--- src/rtl/ahb_agent_pkg.sv ---
// ============================================================================
// Module      : ahb_agent_pkg
// Description : Shared AHB-Lite encodings for the AHB agent and its slave
//               memory model: HTRANS, HWRITE, HRESP and HSIZE values plus a
//               helper for the transfer-active test and little-endian
//               byte-lane enables.
// Ports       : none (package)
// Revision    : 1.0 - initial release
// ============================================================================
`default_nettype none

package ahb_agent_pkg;

  // HTRANS encodings
  localparam logic [1:0] AHB_IDLE    = 2'b00;
  localparam logic [1:0] AHB_BUSY    = 2'b01;
  localparam logic [1:0] AHB_NON_SEQ = 2'b10;
  localparam logic [1:0] AHB_SEQ     = 2'b11;

  // HWRITE encodings
  localparam logic AHB_READ  = 1'b0;
  localparam logic AHB_WRITE = 1'b1;

  // HRESP encodings
  localparam logic [1:0] AHB_OKAY  = 2'b00;
  localparam logic [1:0] AHB_ERROR = 2'b01;

  // HSIZE encodings supported by the slave; anything larger is illegal
  localparam logic [2:0] AHB_SIZE_BYTE = 3'd0;
  localparam logic [2:0] AHB_SIZE_HALF = 3'd1;
  localparam logic [2:0] AHB_SIZE_WORD = 3'd2;

  // NONSEQ and SEQ carry a real transfer; IDLE and BUSY never do.
  function automatic logic ahb_is_active(input logic [1:0] trans);
    logic active;
    case (trans)
      AHB_NON_SEQ, AHB_SEQ: active = 1'b1;
      AHB_IDLE,    AHB_BUSY: active = 1'b0;
      default:              active = 1'b0;
    endcase
    return active;
  endfunction

  // Little-endian lane enables: lane n carries the byte at address offset n.
  function automatic logic [3:0] ahb_byte_en(input logic [2:0] size,
                                             input logic [1:0] offs);
    logic [3:0] be;
    case (size)
      AHB_SIZE_BYTE: be = 4'b0001 << offs;
      AHB_SIZE_HALF: be = offs[1] ? 4'b1100 : 4'b0011;
      AHB_SIZE_WORD: be = 4'b1111;
      default:       be = 4'b0000;
    endcase
    return be;
  endfunction

endpackage : ahb_agent_pkg

`default_nettype wire

--- src/rtl/ahb_slave_ram.sv ---
// ============================================================================
// Module      : ahb_slave_ram
// Description : DEPTH x 32-bit register memory behind the AHB slave. Every
//               word is cleared by the asynchronous reset. One write port with
//               per-byte enables and one combinational read port share a
//               single word address.
// Ports       : clk    - clock, posedge
//               rst_n  - asynchronous active-low reset (clears all words)
//               be     - byte-lane write enables (lane n = bits 8n+7:8n)
//               addr   - word address for both write and read
//               wdata  - write data, only enabled lanes are stored
//               rdata  - combinational read data of mem[addr]
// Revision    : 1.0 - initial release
// ============================================================================
`default_nettype none

module ahb_slave_ram #(
  parameter int DEPTH = 16,
  parameter int AW    = 4
) (
  input  logic          clk,
  input  logic          rst_n,
  input  logic [3:0]    be,
  input  logic [AW-1:0] addr,
  input  logic [31:0]   wdata,
  output logic [31:0]   rdata
);

  // Storage is split per byte lane so that each lane has a single writer and
  // a partial write never touches the other lanes.
  for (genvar gl = 0; gl < 4; gl++) begin : g_lane
    logic [7:0] r_lane [DEPTH];

    always_ff @(posedge clk or negedge rst_n) begin
      if (!rst_n) begin
        for (int w = 0; w < DEPTH; w++) begin
          r_lane[w] <= 8'h00;
        end
      end else if (be[gl]) begin
        r_lane[addr] <= wdata[gl*8 +: 8];
      end
    end

    assign rdata[gl*8 +: 8] = r_lane[addr];
  end

endmodule : ahb_slave_ram

`default_nettype wire

--- src/rtl/ahb_slave_mem.sv ---
// ============================================================================
// Module      : ahb_slave_mem
// Description : AHB-Lite responder backed by a small byte-addressable memory.
//               Decodes the address phase, inserts WAIT_STATES wait cycles at
//               the start of every good data phase, and answers illegal
//               transfers (out of range, HSIZE>2, misaligned) with a two-cycle
//               ERROR response that never touches memory.
// Ports       : HCLK      - clock, posedge
//               HRESETn   - asynchronous active-low reset
//               HSEL      - slave select (address phase)
//               HADDR     - byte address
//               HTRANS    - transfer type (IDLE/BUSY/NONSEQ/SEQ)
//               HWRITE    - 1 = write, 0 = read
//               HSIZE     - 0 byte, 1 half, 2 word; larger is illegal
//               HBURST    - unused, each beat is handled on its own
//               HPROT     - unused
//               HWDATA    - write data (data phase)
//               HREADY    - bus ready, qualifies address-phase sampling
//               HREADYOUT - slave ready, low extends the data phase
//               HRESP     - 0 OKAY, 1 ERROR
//               HRDATA    - read data, zero outside a read data cycle
// Revision    : 1.0 - initial release
// ============================================================================
`default_nettype none

module ahb_slave_mem
  import ahb_agent_pkg::*;
#(
  parameter int DEPTH       = 16,
  parameter int WAIT_STATES = 0
) (
  input  logic        HCLK,
  input  logic        HRESETn,
  input  logic        HSEL,
  input  logic [31:0] HADDR,
  input  logic [1:0]  HTRANS,
  input  logic        HWRITE,
  input  logic [2:0]  HSIZE,
  input  logic [2:0]  HBURST,
  input  logic [3:0]  HPROT,
  input  logic [31:0] HWDATA,
  input  logic        HREADY,
  output logic        HREADYOUT,
  output logic [1:0]  HRESP,
  output logic [31:0] HRDATA
);

  localparam int AW = (DEPTH > 1) ? $clog2(DEPTH) : 1;

  // The wait counter is loaded with WAIT_STATES-1 so that WAIT lasts exactly
  // WAIT_STATES cycles before the single ready DATA cycle.
  localparam logic [3:0] WAIT_INIT = (WAIT_STATES > 0) ? 4'(WAIT_STATES - 1) : 4'd0;

  typedef enum logic [2:0] {
    ST_IDLE = 3'd0,
    ST_WAIT = 3'd1,
    ST_DATA = 3'd2,
    ST_ERR1 = 3'd3,
    ST_ERR2 = 3'd4
  } state_t;

  state_t        r_state;
  state_t        w_state_nxt;
  logic [3:0]    r_wait_cnt;
  logic [3:0]    w_wait_cnt_nxt;

  // Address-phase registers
  logic [AW+1:0] r_addr;
  logic          r_write;
  logic [2:0]    r_size;

  logic          w_accept;
  logic          w_slot_open;
  logic          w_addr_err;
  logic [3:0]    w_byte_en;
  logic [31:0]   w_rdata;

  // Burst and protection attributes carry no meaning for this memory.
  logic          w_unused;
  assign w_unused = ^{HBURST, HPROT};

  // ---------------------------------------------------------------------------
  // Address-phase decode
  // ---------------------------------------------------------------------------
  assign w_accept = HSEL & HREADY & ahb_is_active(HTRANS);

  // Only the ready cycles of a data phase can overlap a new address phase.
  // This keeps the captured address stable even if HREADY is not looped back.
  assign w_slot_open = (r_state == ST_IDLE) || (r_state == ST_DATA) ||
                       (r_state == ST_ERR2);

  assign w_addr_err = ({2'b00, HADDR[31:2]} >= 32'(DEPTH))                  |
                      (HSIZE > AHB_SIZE_WORD)                               |
                      ((HSIZE == AHB_SIZE_HALF) && HADDR[0])                |
                      ((HSIZE == AHB_SIZE_WORD) && (HADDR[1:0] != 2'b00));

  always_ff @(posedge HCLK or negedge HRESETn) begin
    if (!HRESETn) begin
      r_addr  <= '0;
      r_write <= AHB_READ;
      r_size  <= AHB_SIZE_BYTE;
    end else if (w_accept && w_slot_open) begin
      r_addr  <= HADDR[AW+1:0];
      r_write <= HWRITE;
      r_size  <= HSIZE;
    end
  end

  // ---------------------------------------------------------------------------
  // Data-phase FSM
  // ---------------------------------------------------------------------------
  always_ff @(posedge HCLK or negedge HRESETn) begin
    if (!HRESETn) begin
      r_state    <= ST_IDLE;
      r_wait_cnt <= 4'd0;
    end else begin
      r_state    <= w_state_nxt;
      r_wait_cnt <= w_wait_cnt_nxt;
    end
  end

  always_comb begin
    w_state_nxt    = r_state;
    w_wait_cnt_nxt = r_wait_cnt;
    case (r_state)
      // Ready states: the data phase (if any) completes this edge, so the
      // next state depends only on whether a new transfer is accepted.
      ST_IDLE, ST_DATA, ST_ERR2: begin
        w_state_nxt = ST_IDLE;
        if (w_accept) begin
          if (w_addr_err) begin
            w_state_nxt = ST_ERR1;
          end else if (WAIT_STATES > 0) begin
            w_state_nxt    = ST_WAIT;
            w_wait_cnt_nxt = WAIT_INIT;
          end else begin
            w_state_nxt = ST_DATA;
          end
        end
      end
      ST_WAIT: begin
        if (r_wait_cnt == 4'd0) begin
          w_state_nxt = ST_DATA;
        end else begin
          w_wait_cnt_nxt = r_wait_cnt - 4'd1;
        end
      end
      ST_ERR1: begin
        w_state_nxt = ST_ERR2;
      end
      default: begin
        w_state_nxt = ST_IDLE;
      end
    endcase
  end

  // Response outputs follow the state directly; the IDLE defaults are also
  // the reset values.
  always_comb begin
    HREADYOUT = 1'b1;
    HRESP     = AHB_OKAY;
    case (r_state)
      ST_WAIT: begin
        HREADYOUT = 1'b0;
      end
      ST_ERR1: begin
        HREADYOUT = 1'b0;
        HRESP     = AHB_ERROR;
      end
      ST_ERR2: begin
        HRESP = AHB_ERROR;
      end
      default: begin
        HREADYOUT = 1'b1;
      end
    endcase
  end

  // ---------------------------------------------------------------------------
  // Memory access
  // ---------------------------------------------------------------------------
  // A write commits on the edge that closes its DATA cycle, so a read issued
  // back-to-back sees the new value in its own data phase.
  assign w_byte_en = ((r_state == ST_DATA) && (r_write == AHB_WRITE)) ?
                     ahb_byte_en(r_size, r_addr[1:0]) : 4'b0000;

  ahb_slave_ram #(
    .DEPTH (DEPTH),
    .AW    (AW)
  ) u_ram (
    .clk   (HCLK),
    .rst_n (HRESETn),
    .be    (w_byte_en),
    .addr  (r_addr[AW+1:2]),
    .wdata (HWDATA),
    .rdata (w_rdata)
  );

  assign HRDATA = ((r_state == ST_DATA) && (r_write == AHB_READ)) ? w_rdata : 32'h0;

endmodule : ahb_slave_mem

`default_nettype wire
--- config.mk ---
export PLATFORM = sky130hd
export DESIGN_NAME = ahb_slave_mem
export DESIGN_NICKNAME = d
export VERILOG_FILES = /design/src/rtl/ahb_agent_pkg.sv /design/src/rtl/ahb_slave_ram.sv /design/src/rtl/ahb_slave_mem.sv
export SDC_FILE = /design/constraint.sdc
export NUM_CORES = 1
export LEC_CHECK = 0
export CAP_MARGIN = 20
export CORE_MARGIN = 2
export CORE_UTILIZATION = 25
export DETAILED_ROUTE_END_ITERATION = 7
export HOLD_SLACK_MARGIN = 0.08
export PLACE_DENSITY = 0.49
export SETUP_SLACK_MARGIN = 0.1
export SYNTH_ARGS = -nofsm -noshare
export SYNTH_HDL_FRONTEND = slang
export SYNTH_HIERARCHICAL = 1
export SYNTH_SLANG_ARGS = --single-unit
--- constraint.sdc ---
create_clock -name HCLK -period 3.97 [get_ports HCLK]
set_clock_uncertainty 0.2 [all_clocks]
set_input_delay 0.794 -clock HCLK [delete_from_list [all_inputs] [get_ports HCLK]]
set_output_delay 0.794 -clock HCLK [all_outputs]
set_load 0.01 [all_outputs]
==> After elaboration in Yosys (flattened, before gate mapping) <==
Cells that the tools add are included.
{ "word_totals": {"regBits": 529, "output_inout_bits": 35, "elab_cells": 143} }
{ "op_classes": {"addsub": 1, "magnitude_cmp": 4, "n_eq_ne": 12, "shift": 1, "n_mux": 29, "bitwise_logic": 8, "reduce_logical": 19} }
{ "op_table": {"columns": ["operator", "n"], "rows": [
  ["$bwmux 128", 4],
  ["$bmux 8 s4", 4],
  ["$mux 8", 9],
  ["$demux 8 s4", 1],
  ["$mux 32", 1],
  ["$ge 30x5->1 const B", 1],
  ["$eq 3x2->1 const B", 4],
  ["$pmux 4 s3", 1],
  ["$eq 3x1->1 const B", 3],
  ["$pmux 3 s3", 1],
  ["$mux 4", 2],
  ["$reduce_or 2->1", 4],
  ["$logic_and 1x1->1", 6],
  ["$logic_not 3->1", 2],
  ["$ge 5x5->1 const B", 1],
  ["$lt 5x1->1 const B", 1],
  ["$not 4->5", 1],
  ["$eq 2x2->1 const B", 2],
  ["$logic_not 4->1", 1],
  ["$shl 1x2->4 const A", 1],
  ["$sub 4x1->4 const B", 1],
  ["$eq 3x3->1 const B", 1],
  ["$gt 3x2->1 const B", 1],
  ["$mux 1", 3],
  ["other kinds (13)", 18]
]} }

==> Logic depth before layout (Yosys ltp) <==
Gate-level depths: netlist of run 1.
{ "logic_depth": {"word_depth": 7, "mapped_depth": 8, "depth_no_buf": 7} }

==> Hierarchy <==
Netlist of run 1, hierarchy kept.
{ "modules_own_cells": {"columns": ["mod", "instances", "cells_each", "area_per_inst_um2", "seq_area_each_um2"], "rows": [
  ["ahb_slave_ram", 1, 1443, 23452.5, 12812.3],
  ["ahb_slave_mem", 1, 119, 1197.4, 425.4]
]} }

==> Worst setup path after synthesis of run 1 <==
OpenSTA, ideal clock, no wires.
{ "synth_path": {"path_type": "register to output", "start": "reg r_addr[3]", "end": "out HRDATA[0]", "t_arrival_ns": 1.729, "required_ns": 2.976, "setup_slack_ns": 1.247, "path_stages_with_launch": 8, "cell_sequence": "dfrtp_1 > buf_2 > buf_2 > clkbuf_1 > mux4_2 > a22oi_1 > nand2_1 > and2_1"} }
{ "synth_between": {"elab_chain_len": 5} }
{ "synth_lines": {"columns": ["element", "line", "source"], "rows": [
  ["from (decl)", "ahb_slave_mem.sv:68", "logic [AW+1:0] r_addr;"],
  ["from (signal assigned)", "ahb_slave_mem.sv:103", "r_addr <= HADDR[AW+1:0];"],
  ["$not 4->5 (implied by the code)", "ahb_slave_ram.sv:44", "assign rdata[gl*8 +: 8] = r_lane[addr];"],
  ["$bmux 8 s4", "ahb_slave_ram.sv:44", null],
  ["$mux 8 (implied by the code) (2 in series)", "ahb_slave_ram.sv:44", null],
  ["named net w_rdata[0]", "ahb_slave_mem.sv:76", "logic [31:0] w_rdata;"],
  ["$mux 32", "ahb_slave_mem.sv:199", "assign HRDATA = ((r_state == ST_DATA) && (r_write == AHB_READ)) ? w_rdata : 32'h0;"],
  ["to (decl)", "ahb_slave_mem.sv:45", "output logic [31:0] HRDATA"]
]} }
The timed path passes the listed nets, and every way through them passes these cells. The select of a mux whose other input is x is not followed.

==> Worst setup path in the final report of run 1 <==
{ "layout_path": {"start": "reg r_addr[2]", "end": "out HRDATA[31]"} }
Same word-level chain as after synthesis.

==> results.txt, run 1 <==
----------------------------------------------------
[Place]
  # placed instances ... 2901
  Worst setup timing slack at the placement stage ... about 0.38 ns
  RD Place Congestion ... about 0.71
  Count of port buffers added during placement ... ~110
  Final HPWL DP ... 42.0 mm

[Timing]
  Relative slew margins ... 0.472
  Smallest setup slack after layout ... 0.0723 ns
  Min cycle time layout ... ~4 ns
  Worst slew pin tran ... a little under 0.8 ns
  Fmax ... 257 MHz
  Setup TNS ... 0 ns
  Post-route fraction of the period consumed by the critical path ... 0.982
  Pins Over Slew Limit ... 0
  Number of endpoints failing setup at the final stage ... 0
  Number of hold violations in the final report ... 0
  Unrepaired setup endpoints after global routing ... yes

[Route]
  Total via count in the routed design ... 14000
  Vias per cell ... 4.58
  TritonRoute pass-1 iters ... 4
  Routed wire length ... 65.0 mm
  Initial drt markers ... between 600 and 700
  Remaining number of nets flagged by the antenna check after routing ... 0
  Average detailed-routed wire length per instance ... roughly 21 µm
  # DRC ... 0

[Layout]
  Area occupied by registers ... roughly 0.013 mm²
  Total Nets Final ... between 1500 and 2000
  Most common cell after layout, fill and taps aside ... sky130_fd_sc_hd__dfrtp_1
  Total of fill cells in the finished design ... 9625
  Commonest non-fill, non-tap cells in the layout ... 527 x sky130_fd_sc_hd__dfrtp_1, 495 x sky130_fd_sc_hd__mux2_2, 127 x sky130_fd_sc_hd__mux4_2
  Area growth from synthesis to layout ... 22.6%
  Combined area of the multi-input logic cells ... between 0.01 and 0.015 mm²
  Post-route non-filler standard cell count ... slightly above 3000
  Post-layout util ... 0.308
  Share of post-route cells with drive strength above 1 ... 0.547

[Power and ir drop]
  Worst vdd rail ir drop ... between 0.4 and 0.5 mV
  Post-route total power ... around 15 mW
  Static power due to leakage ... around 14 nW
  Power per standard cell area ... 512 mW/mm²

[GRT]
  Vias in the first global route ... 15600
  Global route total overflow ... 0
  Number of antenna violations at the first check in global routing ... 2
  Total GRT Usage ... 0.129
  Wire length of the first global-routing pass ... about 100 mm
  Pin count of the biggest net entering global routing ... 125

[Worst setup path]
  Crit-path most repeated cell ... sky130_fd_sc_hd__buf_16
  Family with the most delay on the worst path ... buffers and inverters
  Kind of end point of the critical path ... primary output
  Required time of the critical path ... a little under 3 ns
  Cell Chain, Critical Path ... buf_16 -> buf_16 -> mux4_2 -> a22oi_2 -> nand2_1 -> and2_1 -> clkdlybuf4s50_1
  Number of buffer and inverter instances along the worst setup path ... 3
  Arrival time worst endpoint ... 2.90 ns
  Slowest cell on crit path ... sky130_fd_sc_hd__mux4_2
  Max Fanout on Critical Path ... 13
  Critical path type ... register to primary output
  Category of the worst setup path launch point ... register
  Max incr delay on CP ... around 0.51 ns

[Synth]
  Post-synth EDFFs ... 0
  Synthesized area ... between 0.02 and 0.025 mm²
  Average cell area after synthesis ... about 16 µm²
  Synth warnings ... 6
  Count of unique library cells instantiated by Yosys ... 60
  Share of synthesized flip-flops with an asynchronous set or reset ... 1.00
  Gate Count Post-Synth ... around 1600
  Leading register cell type out of synthesis ... sky130_fd_sc_hd__dfrtp_1
  Post-Synthesis Net Count ... between 1500 and 2000
  Number of flip-flops and latches in the synthesized netlist ... about 530
  Portion of the post-synthesis area used by sequential elements ... 0.537

[Floorplan]
  Die area ... 0.101 mm²
  Die extent in x ... 318 µm
  FP Rows ... between 100 and 150
  Core region area ... about 0.1 mm²
  Number of top-level design ports ... 116
  Die outline height ... about 320 µm
  Starting density of the core ... 0.252

[Clock network]
  Clock tree root driver cell ... sky130_fd_sc_hd__clkbuf_16
  Longest Clk Path Bufs ... 3
  Clock sink count ... 529
  H-Tree Level Count ... 2
  Clock insertion delay at the later pin of the skew report ... slightly above 0.6 ns
  TritonCTS clock tree ... done
  Clock input transition at the sequential cells of the worst setup and hold paths ... approximately 0.06 ns
  Clock buffer count from CTS ... 61

[Hold path]
  Kind of path behind the tightest hold check ... register to register

[Job]
  Max_cap viols ... 0

[Run status]
  Result of the run ... finished clean

----------------------------------------------------
## timing repair
item | in CTS | in global routing
hold buffers | 1 | 0
gates cloned | 7 | 0
pin swaps | 41 | 27
setup buffers | 22 | 21
resized for setup | 128 | 29
hold endpoints to repair | 57 | 0
setup endpoints to repair | 32 | 26
## state kept, by name (all words and copies together) (netlist names)
| name | count |
|---|---|
| r_write | 1 |
| r_state | 3 |
| r_addr | 6 |
| r_wait_cnt | 4 |
| r_size | 3 |
| u_ram/g_lane.r_lane | 512 |
## Yosys cell counts (3+ instances only)
| cell type | number | share of area |
|---|---|---|
| sky130_fd_sc_hd__nor3_4 | 6 | 0.0040 |
| sky130_fd_sc_hd__a22oi_1 | 64 | 0.019 |
| sky130_fd_sc_hd__mux2_2 | 495 | 0.23 |
| sky130_fd_sc_hd__mux4_1 | 4 | 0.0043 |
| sky130_fd_sc_hd__mux4_2 | 124 | 0.11 |
| sky130_fd_sc_hd__buf_4 | 13 | 0.0040 |
| sky130_fd_sc_hd__buf_2 | 20 | 0.0041 |
| sky130_fd_sc_hd__and2_1 | 33 | 0.0084 |
| sky130_fd_sc_hd__mux2_4 | 8 | 0.0049 |
| sky130_fd_sc_hd__inv_1 | 3 | 0.00046 |
| sky130_fd_sc_hd__dfrtp_1 | 529 | 0.54 |
| sky130_fd_sc_hd__nor2_2 | 27 | 0.0069 |
| sky130_fd_sc_hd__buf_6 | 9 | 0.0041 |
| sky130_fd_sc_hd__nor2b_1 | 5 | 0.0013 |
| sky130_fd_sc_hd__buf_1 | 4 | 0.00061 |
| sky130_fd_sc_hd__nor2_4 | 10 | 0.0046 |
| sky130_fd_sc_hd__nor3_1 | 4 | 0.00081 |
| sky130_fd_sc_hd__nor2_1 | 6 | 0.00091 |
| sky130_fd_sc_hd__clkbuf_1 | 52 | 0.0079 |
| sky130_fd_sc_hd__a21oi_1 | 5 | 0.0010 |
| sky130_fd_sc_hd__nand3_2 | 9 | 0.0037 |
| sky130_fd_sc_hd__nand2_4 | 3 | 0.0014 |
| sky130_fd_sc_hd__nor4_1 | 7 | 0.0018 |
| sky130_fd_sc_hd__clkbuf_2 | 3 | 0.00061 |
| sky130_fd_sc_hd__mux2_1 | 19 | 0.0087 |
| sky130_fd_sc_hd__nand3b_2 | 4 | 0.0018 |
| sky130_fd_sc_hd__nand2_1 | 44 | 0.0067 |
| sky130_fd_sc_hd__nand2b_1 | 8 | 0.0020 |
## worst paths after layout
check	startpoint	end	cells after the start	slack [ns]
hold / removal	u_ram/g_lane[3].r_lane[36]$_DFFE_PN0P_	u_ram/g_lane[3].r_lane[36]$_DFFE_PN0P_	1	0.28
min in group asynchronous	HRESETn	u_ram/g_lane[3].r_lane[15]$_DFFE_PN0P_	2	0.55
setup reg to reg	r_state[1]$_DFFE_PN0N_	u_ram/g_lane[0].r_lane[12]$_DFFE_PN0P_	6	0.62
hold reg to reg	u_ram/g_lane[3].r_lane[36]$_DFFE_PN0P_	u_ram/g_lane[3].r_lane[36]$_DFFE_PN0P_	1	0.28
max in group asynchronous	HRESETn	u_ram/g_lane[0].r_lane[23]$_DFFE_PN0P_	4	1.81
setup / recovery	r_addr[2]$_DFFE_PN0P_	HRDATA[31]	7	0.07
## per-stage QoR
step                      hold slack (ns)  area (µm²)
after floorplan                     0.252       24600
after global placement              0.262       27400
after detailed placement            0.275       27400
after CTS                           0.288       30100
after global routing                0.308       30200
final                               0.283       30200
## cells by family (layout without fill, tap and decap cells)
group | after synthesis | in the layout | share of synthesized area
compound gates | 78 | 78 | 0.0241
xor+xnor | 2 | 2 | 0.000711
fa+ha+maj | 1 | 1 | 0.000508
buf+inv | 107 | 316 | 0.0235
flops | 529 | 529 | 0.537
mux | 651 | 651 | 0.358
other cells | 1 | 2 | 0.000152
simple gates | 193 | 193 | 0.0564
## routing by layer
layer | GRT usage | wire length (µm) | share of wire | vias up
met5 | 0 | 0 | 0 | -
met3 | 0.0204 | 2200 | 0.034 | 83
met4 | 0.0298 | 1180 | 0.018 | 0
met1 | 0.169 | 28900 | 0.45 | 7554
met2 | 0.222 | 32700 | 0.50 | 210
li1 | - | - | - | 6168
## where the power goes
group	leakage (nW)	switching [mW]	total (mW)	internal [mW]
sequential	7.06	0.369	6.49	6.12
combinational	5.46	1.48	3.26	1.78
clock	1.00	2.24	5.72	3.48
## cell type report
class	count	share of cell area
inverter	4	0.000497
clock inverter	11	0.00691
clock buffer	97	0.0610
tap	1287	0.0533
timing repair buffer	204	0.0735
multi-input combinational	926	0.367
sequential	529	0.438
antenna	1	0.0000828
(Power assumes the default switching activity.)
==> run 2, diff against run 1 <==
--- a/config.mk
+++ b/config.mk
@@ -6,7 +6,7 @@
 export NUM_CORES = 1
 export LEC_CHECK = 0
 export CAP_MARGIN = 20
-export CORE_MARGIN = 2
+export CORE_MARGIN = 1
 export CORE_UTILIZATION = 25
 export DETAILED_ROUTE_END_ITERATION = 7
 export HOLD_SLACK_MARGIN = 0.08
==> run 2 against run 1 <==
Against the previous run: final cell count is 0.69% lower; count of clock-buffer cells in the layout is 13 lower; sequential cell count stayed put; core utilization is 0.20 points higher; fmax is 2.2% higher; critical path depth is 3 higher; register-to-register slack better by 0.34 ns; non-clock buffer count is 6 lower; wire length is 2.2% lower; sequential power hardly changed; sequential share of layout area is 0.10 points higher; largest cell class unchanged; highest routed layer unchanged.
==> results.txt, run 2 (synthesis results as in run 1) <==
----------------------------------------------------
[Floorplan]
  Number of top-level design ports ... 116 (unchanged)
  Starting density of the core ... 0.254 (was 0.252)
  Die area ... 0.0999 mm² (was 0.101 mm²)
  Die extent in x ... 316 µm (was 318 µm)
  Core region area ... 0.0971 mm² (was 0.0980 mm²)
  Die outline height ... 316 µm (was 318 µm)
  FP Rows ... 114 (was 115)

[Worst setup path]
  Cell Chain, Critical Path ... buf_16 -> buf_8 -> buf_12 -> buf_16 -> buf_4 -> mux4_2 -> a22oi_1 -> nand2_1 -> and2_1 -> buf_2 (was buf_16 -> buf_16 -> mux4_2 -> a22oi_2 -> nand2_1 -> and2_1 -> clkdlybuf4s50_1)
  Minimum setup slack among reg-to-reg paths ... 0.96 ns (was 0.62 ns)
  Family with the most delay on the worst path ... buffers and inverters (unchanged)
  Category of the worst setup path launch point ... register (unchanged)
  Required time of the critical path ... 2.98 ns (about the same)
  Slowest cell on crit path ... sky130_fd_sc_hd__dfrtp_4 (was sky130_fd_sc_hd__mux4_2)
  Number of buffer and inverter instances along the worst setup path ... 6 (was 3)
  Max Fanout on Critical Path ... 12 (was 13)
  Arrival time worst endpoint ... 2.82 ns (was 2.90 ns)
  Critical path type ... register to primary output (unchanged)
  Crit-path most repeated cell ... sky130_fd_sc_hd__buf_16 (unchanged)
  Max incr delay on CP ... 0.53 ns (was 0.51 ns)
  Kind of end point of the critical path ... primary output (unchanged)

[Layout]
  Total Nets Final ... 1800 (was 1808)
  Antenna diode count ... 0 (was 1)
  Registers with the most flip-flops ... u_ram/g_lane.r_lane: 512 flops, r_addr: 6 flops, r_wait_cnt: 4 flops (unchanged)
  Max FFs per register ... 512 (unchanged)
  Share of post-route cells with drive strength above 1 ... 0.540 (was 0.547)
  Most common cell after layout, fill and taps aside ... sky130_fd_sc_hd__dfrtp_1 (unchanged)
  Commonest non-fill, non-tap cells in the layout ... 527 x sky130_fd_sc_hd__dfrtp_1, 495 x sky130_fd_sc_hd__mux2_2, 126 x sky130_fd_sc_hd__mux4_2 (was 527 x sky130_fd_sc_hd__dfrtp_1, 495 x sky130_fd_sc_hd__mux2_2, 127 x sky130_fd_sc_hd__mux4_2)
  Register with the most flip-flops ... u_ram/g_lane.r_lane (unchanged)
  Area growth from synthesis to layout ... 22.3% (was 22.6%)
  Total of fill cells in the finished design ... 9509 (was 9625)

[Run status]
  Result of the run ... finished clean (unchanged)

[Route]
  Routed wire length ... 63.6 mm (was 65.0 mm)
  Vias per cell ... 4.57 (was 4.58)
  Average detailed-routed wire length per instance ... 20.9 µm (was 21.3 µm)
  Remaining number of nets flagged by the antenna check after routing ... 0 (unchanged)
  # DRC ... 0 (unchanged)
  Initial drt markers ... 531 (was 664)
  TritonRoute pass-1 iters ... 7 (was 4)
  Total via count in the routed design ... 13900 (was 14000)

[Timing]
  Smallest hold slack ... 0.285 ns (was 0.283 ns)
  Number of hold violations in the final report ... 0 (unchanged)
  Setup TNS ... 0 ns (unchanged)
  Pins Over Slew Limit ... 0 (unchanged)
  Relative slew margins ... 0.504 (was 0.472)
  Post-route fraction of the period consumed by the critical path ... 0.961 (was 0.982)
  Min cycle time layout ... 3.81 ns (was 3.90 ns)
  Fmax ... 262 MHz (was 257 MHz)
  Number of endpoints failing setup at the final stage ... 0 (unchanged)
  Worst slew pin tran ... 0.743 ns (was 0.792 ns)
  Unrepaired setup endpoints after global routing ... yes (unchanged)

[Clock network]
  Clock input transition at the sequential cells of the worst setup and hold paths ... 0.06 ns (about the same)
  TritonCTS clock tree ... done (unchanged)
  H-Tree Level Count ... 2 (unchanged)
  Clock buffer count from CTS ... 59 (was 61)
  Clock insertion delay at the later pin of the skew report ... 0.61 ns (was 0.62 ns)
  Clock tree root driver cell ... sky130_fd_sc_hd__clkbuf_16 (unchanged)
  Longest Clk Path Bufs ... 3 (unchanged)
  Clock sink count ... 529 (unchanged)

[Power and ir drop]
  Static power due to leakage ... 13.5 nW (about the same)
  Net switching power ... 4.07 mW (was 4.09 mW)
  Clock network power share ... 0.358 (was 0.370)
  Worst vdd rail ir drop ... 0.347 mV (was 0.408 mV)
  Part of the power in registers ... 0.426 (was 0.420)
  Proportion of total power due to net switching ... 0.268 (was 0.264)
  Combinational share of power ... 0.216 (was 0.211)
  Internal power component ... 11.1 mW (was 11.4 mW)
  Power per standard cell area ... 504 mW/mm² (was 512 mW/mm²)

[Job]
  Max_cap viols ... 0 (unchanged)

[GRT]
  Number of antenna violations at the first check in global routing ... 2 (unchanged)
  Wire length of the first global-routing pass ... 98.9 mm (was 99.8 mm)
  Pin count of the biggest net entering global routing ... 97 (was 125)
  Vias in the first global route ... 15700 (was 15600)
  Global route total overflow ... 0 (unchanged)
  Total GRT Usage ... 0.130 (was 0.129)

[Place]
  RD Place Congestion ... 0.723 (was 0.712)
  Count of port buffers added during placement ... 106 (unchanged)
  Final HPWL DP ... 40.8 mm (was 42.0 mm)

[Hold path]
  Kind of path behind the tightest hold check ... register to register (unchanged)

----------------------------------------------------
## run 2: cell count changes in the layout (fill, tap and decap cells not counted), sizes merged
cell / previous run / this run
clkinvlp: 1 / 4
clkdlybuf4s50: 74 / 73
bufbuf: 2 / 1
diode: 1 / 0
clkbuf: 106 / 96
clkinv: 4 / 13
dlymetal6s2s: 1 / 0
bufinv: 5 / 3
clkdlybuf4s15: 4 / 3
dlygate4sd2: 9 / 16
buf: 104 / 92
## run 2: repair_timing
| item | 4_1_cts | 5_1_grt |
|---|---|---|
| hold buffers | 1 | 0 |
| setup endpoints to repair | 32 | 24 |
| pin swaps | 15 | 8 |
| endpoints found under the hold margin | 50 | 0 |
| resized for setup | 100 | 30 |
| cloned | 9 | 1 |
| setup buffers | 23 | 6 |
## run 2: layer usage
| layer | part of all wire | vias to the layer above | track usage |
|---|---|---|---|
| li1 | - | 6150 | - |
| met1 | 0.45 | 7455 | 0.173 |
| met2 | 0.50 | 188 | 0.220 |
| met3 | 0.030 | 87 | 0.0179 |
| met4 | 0.023 | 0 | 0.0358 |
| met5 | 0 | - | 0 |
## run 2: layout make-up
class	instances	area [µm²]	area share
flip-flops and latches	529	13200	0.439
clock buffers	84	1740	0.0577
clock inverters	21	201	0.00668
inverters	4	15.0	0.000498
repair buffers	198	2320	0.0769
well taps	1276	1600	0.0529
multi-input cells	926	11000	0.366
## run 2: worst register-to-register path: stages, from the launching register on
cell and delay [ns]:
sky130_fd_sc_hd__dfrtp_4 0.53, sky130_fd_sc_hd__buf_16 0.17, sky130_fd_sc_hd__buf_8 0.13, sky130_fd_sc_hd__buf_12 0.12, sky130_fd_sc_hd__buf_16 0.15, sky130_fd_sc_hd__buf_4 0.15
sky130_fd_sc_hd__nand2b_1 0.38, sky130_fd_sc_hd__nor2_2 0.65, sky130_fd_sc_hd__mux2_2 0.41
## run 2: path summary, 6_finish.rpt
| check | depth (start not counted) | to | from |
|---|---|---|---|
| setup reg to reg | 8 | u_ram/g_lane[2].r_lane[72]$_DFFE_PN0P_ | r_addr[2]$_DFFE_PN0P_ |
| setup / recovery | 10 | HRDATA[30] | r_addr[2]$_DFFE_PN0P_ |
| hold / removal | 1 | u_ram/g_lane[3].r_lane[38]$_DFFE_PN0P_ | u_ram/g_lane[3].r_lane[38]$_DFFE_PN0P_ |
| max in group asynchronous | 4 | u_ram/g_lane[0].r_lane[21]$_DFFE_PN0P_ | HRESETn |
| hold reg to reg | 1 | u_ram/g_lane[3].r_lane[38]$_DFFE_PN0P_ | u_ram/g_lane[3].r_lane[38]$_DFFE_PN0P_ |
| min in group asynchronous | 2 | u_ram/g_lane[3].r_lane[15]$_DFFE_PN0P_ | HRESETn |
## run 2: per-stage QoR
step                utilization  worst slack (ns)  cell area (µm²)  std cells  total power [mW]
floorplan                     -              1.25            24600       1562              8.46
global placement          0.281             0.376            27300       2893              9.30
detailed placement        0.281             0.389            27300       2893              9.41
CTS                       0.309            0.0669            30000       3031              15.4
global route              0.310            0.0481            30200       3038              16.0
finish                    0.310             0.157            30200       3038              15.2
## run 2: power groups by stage
stage | Clock [mW] | Combinational, mW | Sequential, mW
after floorplan | 0 | 2.02 | 6.43
final | 5.45 | 3.28 | 6.48
after global placement | 0 | 2.74 | 6.56
after detailed placement | 0 | 2.80 | 6.61
after CTS | 5.67 | 3.29 | 6.48
after global routing | 5.87 | 3.52 | 6.58
